[src/rtl/accel_dcache_sequencer_pkg.sv]
// Shared types and constants for the accelerator data-cache sequencer.
//   scalar_t           32-bit machine word / byte address
//   CACHE_LINE_BYTES   size of one data-cache line in bytes
//   accel_seq_state_t  sequencer FSM states
//   line_align()       rounds a byte address down to its cache-line base
package accel_dcache_sequencer_pkg;

    typedef logic [31:0] scalar_t;

    localparam int unsigned CACHE_LINE_BYTES = 64;
    localparam int unsigned LINE_OFFSET_W    = 6;
    localparam int unsigned OUTSTANDING_W    = 4;

    typedef enum logic [2:0] {
        IDLE,
        DRAIN,
        ISSUE,
        WAIT,
        DONE
    } accel_seq_state_t;

    function automatic scalar_t line_align(input scalar_t a);
        return {a[31:LINE_OFFSET_W], {LINE_OFFSET_W{1'b0}}};
    endfunction

endpackage

[src/rtl/accel_dcache_sequencer_outstanding_counter.sv]
// Up/down counter tracking accepted-but-unanswered memory requests.
//   clk, reset   clock, asynchronous active-high reset
//   inc          one request accepted this cycle (ignored when full)
//   dec          one response returned this cycle (ignored when empty)
//   count        current number of outstanding requests
//   full         count == MAX_OUTSTANDING
//   empty        count == 0
//   underflow    dec seen while empty (response without a matching request)
module accel_outstanding_counter
    import accel_dcache_sequencer_pkg::*;
#(
    parameter int unsigned MAX_OUTSTANDING = 4
) (
    input  logic                     clk,
    input  logic                     reset,
    input  logic                     inc,
    input  logic                     dec,
    output logic [OUTSTANDING_W-1:0] count,
    output logic                     full,
    output logic                     empty,
    output logic                     underflow
);

    logic inc_ok;
    logic dec_ok;

    assign full      = (count == OUTSTANDING_W'(MAX_OUTSTANDING));
    assign empty     = (count == '0);
    assign underflow = dec && empty;
    assign inc_ok    = inc && !full;
    assign dec_ok    = dec && !empty;

    always_ff @(posedge clk or posedge reset) begin
        if (reset) begin
            count <= '0;
        end else if (inc_ok && !dec_ok) begin
            count <= count + 1'b1;
        end else if (dec_ok && !inc_ok) begin
            count <= count - 1'b1;
        end
    end

endmodule

[src/rtl/accel_dcache_sequencer.sv]
// Block-transfer sequencer between the accelerator control port,
// thread_select_stage and the data cache. A start freezes thread issue,
// waits for the pipeline to drain, issues depth line-aligned requests,
// waits for all responses, then releases the stall and pulses done.
//   clk, reset        clock, asynchronous active-high reset
//   start             one-cycle start request, sampled only in IDLE
//   base_addr         byte address, rounded down to a cache line
//   depth             number of cache lines to transfer
//   dcache_req        request valid to dcache_tag_stage
//   dcache_req_addr   line-aligned address of the current request
//   dcache_accept     tag stage takes the request this cycle
//   dcache_response   data stage completes one earlier accepted request
//   pipeline_stall    blocks thread issue in thread_select_stage
//   busy              high from start acceptance through the done cycle
//   done              one-cycle completion pulse
//   protocol_error    sticky: response with nothing outstanding
module accel_dcache_sequencer
    import accel_dcache_sequencer_pkg::*;
#(
    parameter int unsigned DRAIN_CYCLES    = 5,
    parameter int unsigned MAX_OUTSTANDING = 4,
    parameter int unsigned DEPTH_W         = 8
) (
    input  logic               clk,
    input  logic               reset,
    input  logic               start,
    input  logic [31:0]        base_addr,
    input  logic [DEPTH_W-1:0] depth,
    output logic               dcache_req,
    output logic [31:0]        dcache_req_addr,
    input  logic               dcache_accept,
    input  logic               dcache_response,
    output logic               pipeline_stall,
    output logic               busy,
    output logic               done,
    output logic               protocol_error
);

    localparam int unsigned DRAIN_W = (DRAIN_CYCLES > 1) ? $clog2(DRAIN_CYCLES) : 1;
    localparam logic [DRAIN_W-1:0] DRAIN_LAST = DRAIN_W'(DRAIN_CYCLES - 1);

    accel_seq_state_t state;
    scalar_t          addr;
    logic [DEPTH_W-1:0] remaining;
    logic [DRAIN_W-1:0] drain_cnt;

    logic [OUTSTANDING_W-1:0] out_count;
    logic out_full;
    logic out_empty;
    logic out_underflow;
    logic issue_fire;
    logic drained;

    accel_outstanding_counter #(
        .MAX_OUTSTANDING (MAX_OUTSTANDING)
    ) u_outstanding (
        .clk       (clk),
        .reset     (reset),
        .inc       (issue_fire),
        .dec       (dcache_response),
        .count     (out_count),
        .full      (out_full),
        .empty     (out_empty),
        .underflow (out_underflow)
    );

    // Request valid is gated on the live count so the outstanding limit
    // is never exceeded, even in the cycle the counter becomes full.
    assign dcache_req      = (state == ISSUE) && !out_full;
    assign dcache_req_addr = addr;
    assign issue_fire      = dcache_req && dcache_accept;

    // All responses are in once the count is zero, or the last one is
    // arriving this cycle; the latter saves a cycle of latency in WAIT.
    assign drained = out_empty ||
                     ((out_count == OUTSTANDING_W'(1)) && dcache_response);

    always_ff @(posedge clk or posedge reset) begin
        if (reset) begin
            state          <= IDLE;
            addr           <= '0;
            remaining      <= '0;
            drain_cnt      <= '0;
            pipeline_stall <= 1'b0;
            busy           <= 1'b0;
            done           <= 1'b0;
        end else begin
            done <= 1'b0;
            case (state)
                IDLE: begin
                    if (start) begin
                        addr      <= line_align(base_addr);
                        remaining <= depth;
                        drain_cnt <= '0;
                        busy      <= 1'b1;
                        if (depth == '0) begin
                            state <= DONE;
                            done  <= 1'b1;
                        end else begin
                            state          <= DRAIN;
                            pipeline_stall <= 1'b1;
                        end
                    end
                end
                DRAIN: begin
                    if (drain_cnt == DRAIN_LAST) begin
                        state <= ISSUE;
                    end else begin
                        drain_cnt <= drain_cnt + 1'b1;
                    end
                end
                ISSUE: begin
                    if (issue_fire) begin
                        addr      <= addr + scalar_t'(CACHE_LINE_BYTES);
                        remaining <= remaining - 1'b1;
                        if (remaining == DEPTH_W'(1)) begin
                            state <= WAIT;
                        end
                    end
                end
                WAIT: begin
                    if (drained) begin
                        state          <= DONE;
                        done           <= 1'b1;
                        pipeline_stall <= 1'b0;
                    end
                end
                DONE: begin
                    state <= IDLE;
                    busy  <= 1'b0;
                end
                default: begin
                    state <= IDLE;
                end
            endcase
        end
    end

    // Setting wins over clearing so a spurious response coinciding with
    // an accepted start is still reported.
    always_ff @(posedge clk or posedge reset) begin
        if (reset) begin
            protocol_error <= 1'b0;
        end else if (out_underflow) begin
            protocol_error <= 1'b1;
        end else if ((state == IDLE) && start) begin
            protocol_error <= 1'b0;
        end
    end

endmodule

[config.mk]
export PLATFORM = sky130hd
export DESIGN_NAME = accel_dcache_sequencer
export DESIGN_NICKNAME = d
export VERILOG_FILES = /design/src/rtl/accel_dcache_sequencer_pkg.sv /design/src/rtl/accel_dcache_sequencer_outstanding_counter.sv /design/src/rtl/accel_dcache_sequencer.sv
export SDC_FILE = /design/constraint.sdc
export NUM_CORES = 1
export LEC_CHECK = 0
export CORE_MARGIN = 3
export CORE_UTILIZATION = 40
export DETAILED_ROUTE_END_ITERATION = 16
export MAX_ROUTING_LAYER = met4
export PLACE_DENSITY = 0.68
export SLEW_MARGIN = 25
export SYNTH_ARGS = -nofsm -noshare
export SYNTH_HDL_FRONTEND = slang
export SYNTH_SLANG_ARGS = --single-unit
export TNS_END_PERCENT = 1
[constraint.sdc]
create_clock -name clk -period 4.36 [get_ports clk]
set_input_delay 0.872 -clock clk [delete_from_list [all_inputs] [get_ports clk]]
set_output_delay 0.872 -clock clk [all_outputs]
set_load 0.05 [all_outputs]
---- After elaboration in Yosys (flattened, before gate mapping) ----
Cells that the tools add are included.
cells by class
  reduce and logical (&&, ||, !) cells .... 28
  equal/unequal tests ..................... 15
  multiplexer cells ....................... 30
  $add $sub $neg .......................... 5
operators with widths
  operator               number
  $mux 32                2
  $pmux 32 s2            1
  $add 32x7->32 const B  1
  $mux 3                 8
  $mux 8                 2
  $pmux 8 s2             1
  $pmux 3 s4             1
  $reduce_bool 2->1      6
  $ne 2x2->1 const B     5
  $logic_and 1x1->1      9
  $mux 1                 9
  $eq 8x1->1 const B     1
  $logic_not 8->1        1
  $mux 4                 2
  $sub 8x1->8 const B    1
  $eq 3x2->1 const B     2
  $eq 3x3->1 const B     2
  $pmux 1 s2             3
  $pmux 3 s2             1
  $reduce_and 3->1       2
  $reduce_and 5->1       1
  $add 4x1->4 const B    1
  $eq 4x1->1 const B     1
  $eq 4x3->1 const B     1
  other kinds (10)       14
word-level totals
  register bits ........................... 54
  output and inout bits ................... 37
  bits of input ports ..................... 45
  logic and storage cells ................. 87

---- Longest topological paths before layout ----
Gate-level depths: netlist (run 1).
  word-level depth ........................ 9
  mapped depth ............................ 9

---- By module ----
From an unflattened synthesis (run 1), not the netlist that was laid out.
unflattened totals
  cells, all modules ...................... 357
  area total of the unflattened synthesis .. 3072.9 um^2
modules (own cells, without submodules)
  module                     seq. area each (um^2)  area an instance (um^2)  cells each  times used
  accel_dcache_sequencer     1101.1                 2731.4                   324         1
  accel_outstanding_counter  100.1                  341.6                    33          1

---- Worst setup path before layout (run 1) ----
Ideal clock, no wire load.
  kind .................................... register to output
  from .................................... register state[2]
  to ...................................... output dcache_req
  stages on the path, launching flop included .. 6
  required time ........................... 3488 ps
  arrival time ............................ 1643 ps
  buffers on the path ..................... 3
  setup slack ............................. 1845 ps
  cell sequence ........................... dfrtp_1 > buf_2 > nor3b_1 > buf_2 > buf_1 > and2_1
on the way
  word-level cells in the longest chain between the ends .. 2
ends and longest elaborated chain
  element                   RTL line                       text
  start: declaration        accel_dcache_sequencer.sv:42   accel_seq_state_t state;
  start signal: assignment  accel_dcache_sequencer.sv:80   state <= IDLE;
  start signal: assignment  accel_dcache_sequencer.sv:97   state <= DONE;
  start signal: assignment  accel_dcache_sequencer.sv:100  state <= DRAIN;
  $eq 3x2->1                accel_dcache_sequencer.sv:69   assign dcache_req = (state == ISSUE) && !out_full;
  $logic_and 1x1->1         accel_dcache_sequencer.sv:69
  end: declaration          accel_dcache_sequencer.sv:29   output logic dcache_req,
No other way between the ends.

---- Worst setup path after layout (run 1) ----
  from .................................... register u_outstanding.count[0]
  to ...................................... output dcache_req
on the way
  word-level cells in the longest chain between the ends .. 3
ends and longest elaborated chain
  element                   RTL line                                          text
  start: declaration        accel_dcache_sequencer_outstanding_counter.sv:18  output logic [OUTSTANDING_W-1:0] count,
  start signal: assignment  accel_dcache_sequencer_outstanding_counter.sv:37  count <= count + 1'b1;
  start signal: assignment  accel_dcache_sequencer_outstanding_counter.sv:39  count <= count - 1'b1;
  $eq 4x3->1                accel_dcache_sequencer_outstanding_counter.sv:27  assign full = (count == OUTSTANDING_W'(MAX_OUTSTANDING));
  $logic_not 1->1           accel_dcache_sequencer.sv:69
  $logic_and 1x1->1         accel_dcache_sequencer.sv:69
No other way between the ends.

==> run summary, run 1 <==
Outcome: completed
Post_cts resized: 0
Share of layout cells above drive strength 1: 6.89%
Simple-Gate Fraction of Synth Area: 25.2%
CTS Buf Count: 5
Syn Inst Count: 362
Register share of total power: 30.4%
Number of remaining DRC errors: 0
Crit Path Max Fanout: 6
Worst R2R End: u_outstanding.count[3]
Sw frac: 53.0%
Worst EP arrival: 2.25 ns
CTS tree: built
Slew HR: 55.2%
Core Box Area: 7410 um2
Area delta synth->final: 25.4%
Reg2reg setup slack: 1.83 ns
Clock Tree Root: clkbuf_8
Power per cell area: 812 nW/um2
Post-route ant nets: 0
Top cells by area, synth: dfrtp_1 39%, a21oi_1 6.8%, nor2_1 4.2%
Io pins: 82
DP Wirelength: 5450 um
Cts hold-fix bufs: 0
Die W: 94.2 um
Final hold vios: 0
HP Class: register to register
Tcrit/Tclk final: 71.6%
DIE AREA: 8870 um2
Largest family of logic cells by synthesized area: simple AND/OR/NAND/NOR gates
Minimum clock period: 3.12 ns
Psw: 1.68 mW
# setup viols final: 0
Post-Syn Area: 3110 um2
Adder-cell share of the synthesized area: 4.02%
Worst hold path cell count: 2
Antenna violations before repair: 0
Clock transition at the registers of the reported paths: 0.09 ns
Router iterations before antenna repair: 4
Asr flop ratio synth: 100%
Final slew viol count: 0
# clock sinks: 48
Vert. Die Dim: 94.2 um
Crit end category: output port
Rows: 31
Clock buffer depth: 2
Min-delay src: protocol_error
Pin count of the biggest net entering global routing: 49
Clock power frac: 9.1%
RR Startpoint: state[1]
GP Congestion: 0.869
Logic pwr share: 60.6%
Initial DRC count: 134
Final Skew: 0.0150 ns
Top-area cell type share of the netlist area: 38.6%
Post-synth EDFFs: 0
Final TNS setup: 0 ns
Max Cap Viol: 0
Routed vias/inst: 5.52
Critical path class: register to output port
Fill cell count: 706
Xor and xnor fraction of the mapped netlist area: 1.41%
Synthesized flop and latch total: 48
Worst hold endpoint: protocol_error
F_max: 0.321 GHz
Pint: 1.49 mW
Wirelength per Cell: 15.0 um
Final WL: 7820 um
Total gr overflow: 0
Synth unique cells: 58
First-pass GRT wire length: 12800 um
Final core occ: 52.6%
Post-CTS Setup Bufs: 0
Worst Tran Pin Value: 0.662 ns
Compound-gate portion of the synthesized area: 21.3%
Mean Syn Cell Area: 8.59 um2
Initial Utilization: 42.0%
Ys flop type: dfrtp_1
Via count: 2872
YS warnings: 0
Antenna cell count: 0
I/O Buffers: 69
Post-synth top area cell: dfrtp_1
Layout net count: 475
Max VDD drop: 0.389 mV
Vias in the first global route: 2653
Reg2Reg Depth: 7
Clock Latency Late Sink: 0.31 ns
CP required: 3.49 ns
Register area share after synthesis: 38.6%
Pleak: 1.57 nW
Mux contribution to synthesized area: 1.97%
H-tree depth: 2
RSZ-0062 raised after global routing: false
Final Power: 3.17 mW
Overall Global Routing Usage: 18.2%
Setup crit start kind: register
-- layout by cell type (no fill, tap or decap), drive strengths merged, types with 3 or more instances in the layout --
cell / netlist / layout
o21ai: 30 / 30
nand3: 17 / 17
dfrtp: 48 / 48
nor2: 35 / 35
conb: 1 / 6
o22ai: 11 / 11
xor2: 4 / 4
ha: 10 / 10
nand2: 34 / 34
a21oi: 42 / 42
clkbuf: 7 / 6
nor3b: 4 / 4
a211oi: 3 / 3
a31oi: 5 / 5
or3: 5 / 5
clkdlybuf4s50: 0 / 69
nor3: 9 / 9
inv: 13 / 13
nand4: 11 / 11
buf: 20 / 4
nand2b: 4 / 4
nor4: 8 / 8
mux2i: 5 / 5
-- worst max-delay path, cell delays in order, from the launching register on --
cell	delay, ns
dfrtp_1	0.45
inv_1	0.10
ha_1	0.24
nand3b_1	0.16
and2_1	0.18
clkdlybuf4s50_1	0.81
-- power by group through the flow --
stage	clock, mW	combinational (mW)	sequential, mW
detailed placement	0	1.93	0.969
finish	0.287	1.92	0.962
floorplan	0	1.05	1.34
CTS	0.294	1.93	0.961
global route	0.311	2.10	1.00
global placement	0	1.89	0.962
-- registers in the layout, summed over array words and instances (netlist names) --
register / cells
busy: 1
dcache_req_addr: 26
protocol_error: 1
state: 3
u_outstanding.count: 4
pipeline_stall: 1
done: 1
drain_cnt: 3
remaining: 8
-- per-stage QoR --
step | cell area, um2 | hold WS, ns | std cells | setup WS [ns]
2_1_floorplan | 3130 | 0.468 | 367 | 1.84
3_3_place_gp | 3800 | 0.478 | 512 | 1.37
3_5_place_dp | 3810 | 0.475 | 512 | 1.35
4_1_cts | 3900 | 0.493 | 520 | 1.20
5_1_grt | 3900 | 0.534 | 520 | 1.07
6_report | 3900 | 0.490 | 520 | 1.24
-- layout make-up --
cell class                      instances  area (um2)  area share (%)
Clock buffer                            6        82.6            2.12
Timing Repair Buffer                   73         721            18.5
Clock inverter                          2        10.0           0.257
Tap cell                               99         124            3.18
Inverter                               13        51.3            1.32
Sequential cell                        48        1200            30.8
Multi-Input combinational cell        279        1710            43.9
-- worst max-delay path by stage --
stage / startpoint / end / slack, ns
floorplan: state[2] / dcache_req / 1.84
global placement: start / dcache_req_addr[19] / 1.37
detailed placement: start / dcache_req_addr[19] / 1.35
CTS: u_outstanding.count[0] / dcache_req / 1.20
global route: u_outstanding.count[0] / dcache_req / 1.07
finish: u_outstanding.count[0] / dcache_req / 1.24
-- metal layers --
layer,global-route usage [%],wire length (um),up-vias
li1,-,-,1423
met1,24.2,3690,1372
met2,30.1,3720,72
met3,2.32,368,5
met4,3.61,44,0
met5,-,0,-
-- logic make-up (layout without fill, tap and decap cells) --
logic type / after synthesis / in the layout
flops: 48 / 48
buf+inv: 40 / 94
simple gates: 140 / 140
fa+ha+maj: 10 / 10
other cells: 1 / 6
xor+xnor: 5 / 5
compound gates: 112 / 112
mux: 6 / 6
-- synth_stat cells, types with 8 or more instances --
cell and number:
nor2_1 35, nand2_1 34, a21oi_1 42, ha_1 10, inv_1 13, buf_2 8, dfrtp_1 48, o21ai_0 24
buf_4 9, nor3_1 8, nand3_1 17, o22ai_1 11, nand4_1 8
(Power assumes the default switching activity.)
==> run 2, diff against run 1 <==
==> constraint.sdc (replaced) <==
create_clock -name clk -period 3.25 [get_ports clk]
set_input_delay 0.65 -clock clk [delete_from_list [all_inputs] [get_ports clk]]
set_output_delay 0.65 -clock clk [all_outputs]
set_load 0.05 [all_outputs]
==> run 2 against run 1 <==
Against the previous run: flip-flop and latch count stayed put; sequential share of layout area fell by 0.11 points; critical path type unchanged; die area unchanged; clock skew decreased by 0.0096 ns; core utilization is 0.19 points higher; clock power grew 21%; sequential power is 34% higher; register-to-register slack got worse by 1.1 ns; first-iteration DRC count grew 49%; largest cell class unchanged.
==> run summary, run 2 (synthesized netlist as in run 1, its figures left out) <==
Outcome: completed
First-pass GRT wire length: 12900 um
CP required: 2.60 ns
Power per cell area: 1080 nW/um2
Initial Utilization: 42.0%
Layout net count: 478
CTS tree: built
CTS Buf Count: 5
Initial DRC count: 199
Total gr overflow: 0
Worst Tran Pin Value: 0.634 ns
Antenna cell count: 0
Pin count of the biggest net entering global routing: 45
Share of layout cells above drive strength 1: 7.09%
Worst EP arrival: 2.25 ns
Final WL: 7870 um
Minimum clock period: 2.90 ns
# setup viols final: 0
Slowest stage cell on the critical path: clkdlybuf4s50_1
Final hold vios: 0
Post-route ant nets: 0
GP Congestion: 0.900
Clock Latency Late Sink: 0.30 ns
Rows: 31
Wirelength per Cell: 15.1 um
Largest register FFs: 26
Post-CTS Setup Bufs: 0
HP Class: register to register
I/O Buffers: 69
Clock buffer depth: 2
Largest stage delay, worst path: 0.81 ns
Cts hold-fix bufs: 0
Clock transition at the registers of the reported paths: 0.09 ns
Critical path cell sequence: inv_1 > ha_1 > nand3b_1 > and2_1 > clkdlybuf4s50_1
Max VDD drop: 0.615 mV
Most common cell after layout, fill and taps aside: clkdlybuf4s50_1
Crit Path Max Fanout: 6
CP delay by family, top: buffers and inverters
CP Depth: 5
Overall Global Routing Usage: 18.7%
Slew HR: 57.1%
Reg2Reg Depth: 8
Core Box Area: 7410 um2
Io pins: 82
Post_cts resized: 0
Die W: 94.2 um
Area delta synth->final: 25.8%
Final Power: 4.23 mW
Psw: 2.25 mW
Number of remaining DRC errors: 0
Final TNS setup: 0 ns
Routed vias/inst: 5.55
# clock sinks: 48
DP Wirelength: 5750 um
Critical path class: register to output port
H-tree depth: 2
Tcrit/Tclk final: 89.2%
Most frequent cells in the layout: 69 x clkdlybuf4s50_1, 48 x dfrtp_1, 42 x a21oi_1
DIE AREA: 8870 um2
Clock power frac: 8.2%
Clock Tree Root: clkbuf_8
Pleak: 1.57 nW
Vert. Die Dim: 94.2 um
Sw frac: 53.1%
Max Cap Viol: 0
F_max: 0.345 GHz
Fill cell count: 719
Router iterations before antenna repair: 4
Final slew viol count: 0
Logic pwr share: 61.3%
Via count: 2898
Final Skew: 0.00530 ns
Register share of total power: 30.5%
Vias in the first global route: 2622
RSZ-0062 raised after global routing: false
Crit end category: output port
Setup crit start kind: register
WP buf/inv: 2
Antenna violations before repair: 0
Worst hold path cell count: 2
Pint: 1.98 mW
[run 2: worst paths after layout]
kind	startpoint	end	slack [ns]
worst max-delay path	u_outstanding.count[0]	dcache_req	0.35
worst min-delay path	protocol_error	protocol_error	0.50
worst max register to register	u_outstanding.count[0]	u_outstanding.count[3]	0.78
worst min register to register	protocol_error	protocol_error	0.50
max in group asynchronous	reset	remaining[0]	1.97
min in group asynchronous	reset	u_outstanding.count[1]	0.69
[run 2: per-layer routing]
metal	up-vias	share of wire, %	global-route usage (%)
met5	-	0	-
met4	0	0.76	3.85
met3	8	5.0	2.72
met2	87	49	30.1
met1	1376	45	25.2
li1	1427	-	-
[run 2: layout make-up]
type | count | area [um2] | area share (%)
Timing Repair Buffer | 76 | 743 | 19.0
Tap cell | 99 | 124 | 3.16
Clock buffer | 6 | 72.6 | 1.85
Clock inverter | 1 | 5.00 | 0.128
Sequential cell | 48 | 1200 | 30.7
Inverter | 13 | 48.8 | 1.25
Multi-Input combinational cell | 279 | 1720 | 43.9
[run 2: power by group through the flow]
| stage | Clock, mW | Sequential, mW | Combinational [mW] |
|---|---|---|---|
| floorplan | 0 | 1.79 | 1.41 |
| global placement | 0 | 1.29 | 2.54 |
| detailed placement | 0 | 1.30 | 2.59 |
| CTS | 0.355 | 1.29 | 2.60 |
| global route | 0.379 | 1.35 | 2.83 |
| finish | 0.348 | 1.29 | 2.59 |
[run 2: tightest hold or removal path, stage by stage, from the launching register on]
cell	delay (ns)
dfrtp_1	0.35
nand2_1	0.05
o31ai_1	0.06
[run 2: through the flow]
stage | hold WS (ns) | setup slack [ns] | cells | utilization, % | cell area (um2)
floorplan | 0.468 | 0.957 | 367 | - | 3130
global placement | 0.482 | 0.337 | 515 | 51.7 | 3830
detailed placement | 0.479 | 0.295 | 515 | 51.7 | 3830
CTS | 0.506 | 0.362 | 522 | 52.7 | 3910
global route | 0.542 | 0.223 | 522 | 52.8 | 3910
finish | 0.495 | 0.350 | 522 | 52.8 | 3910
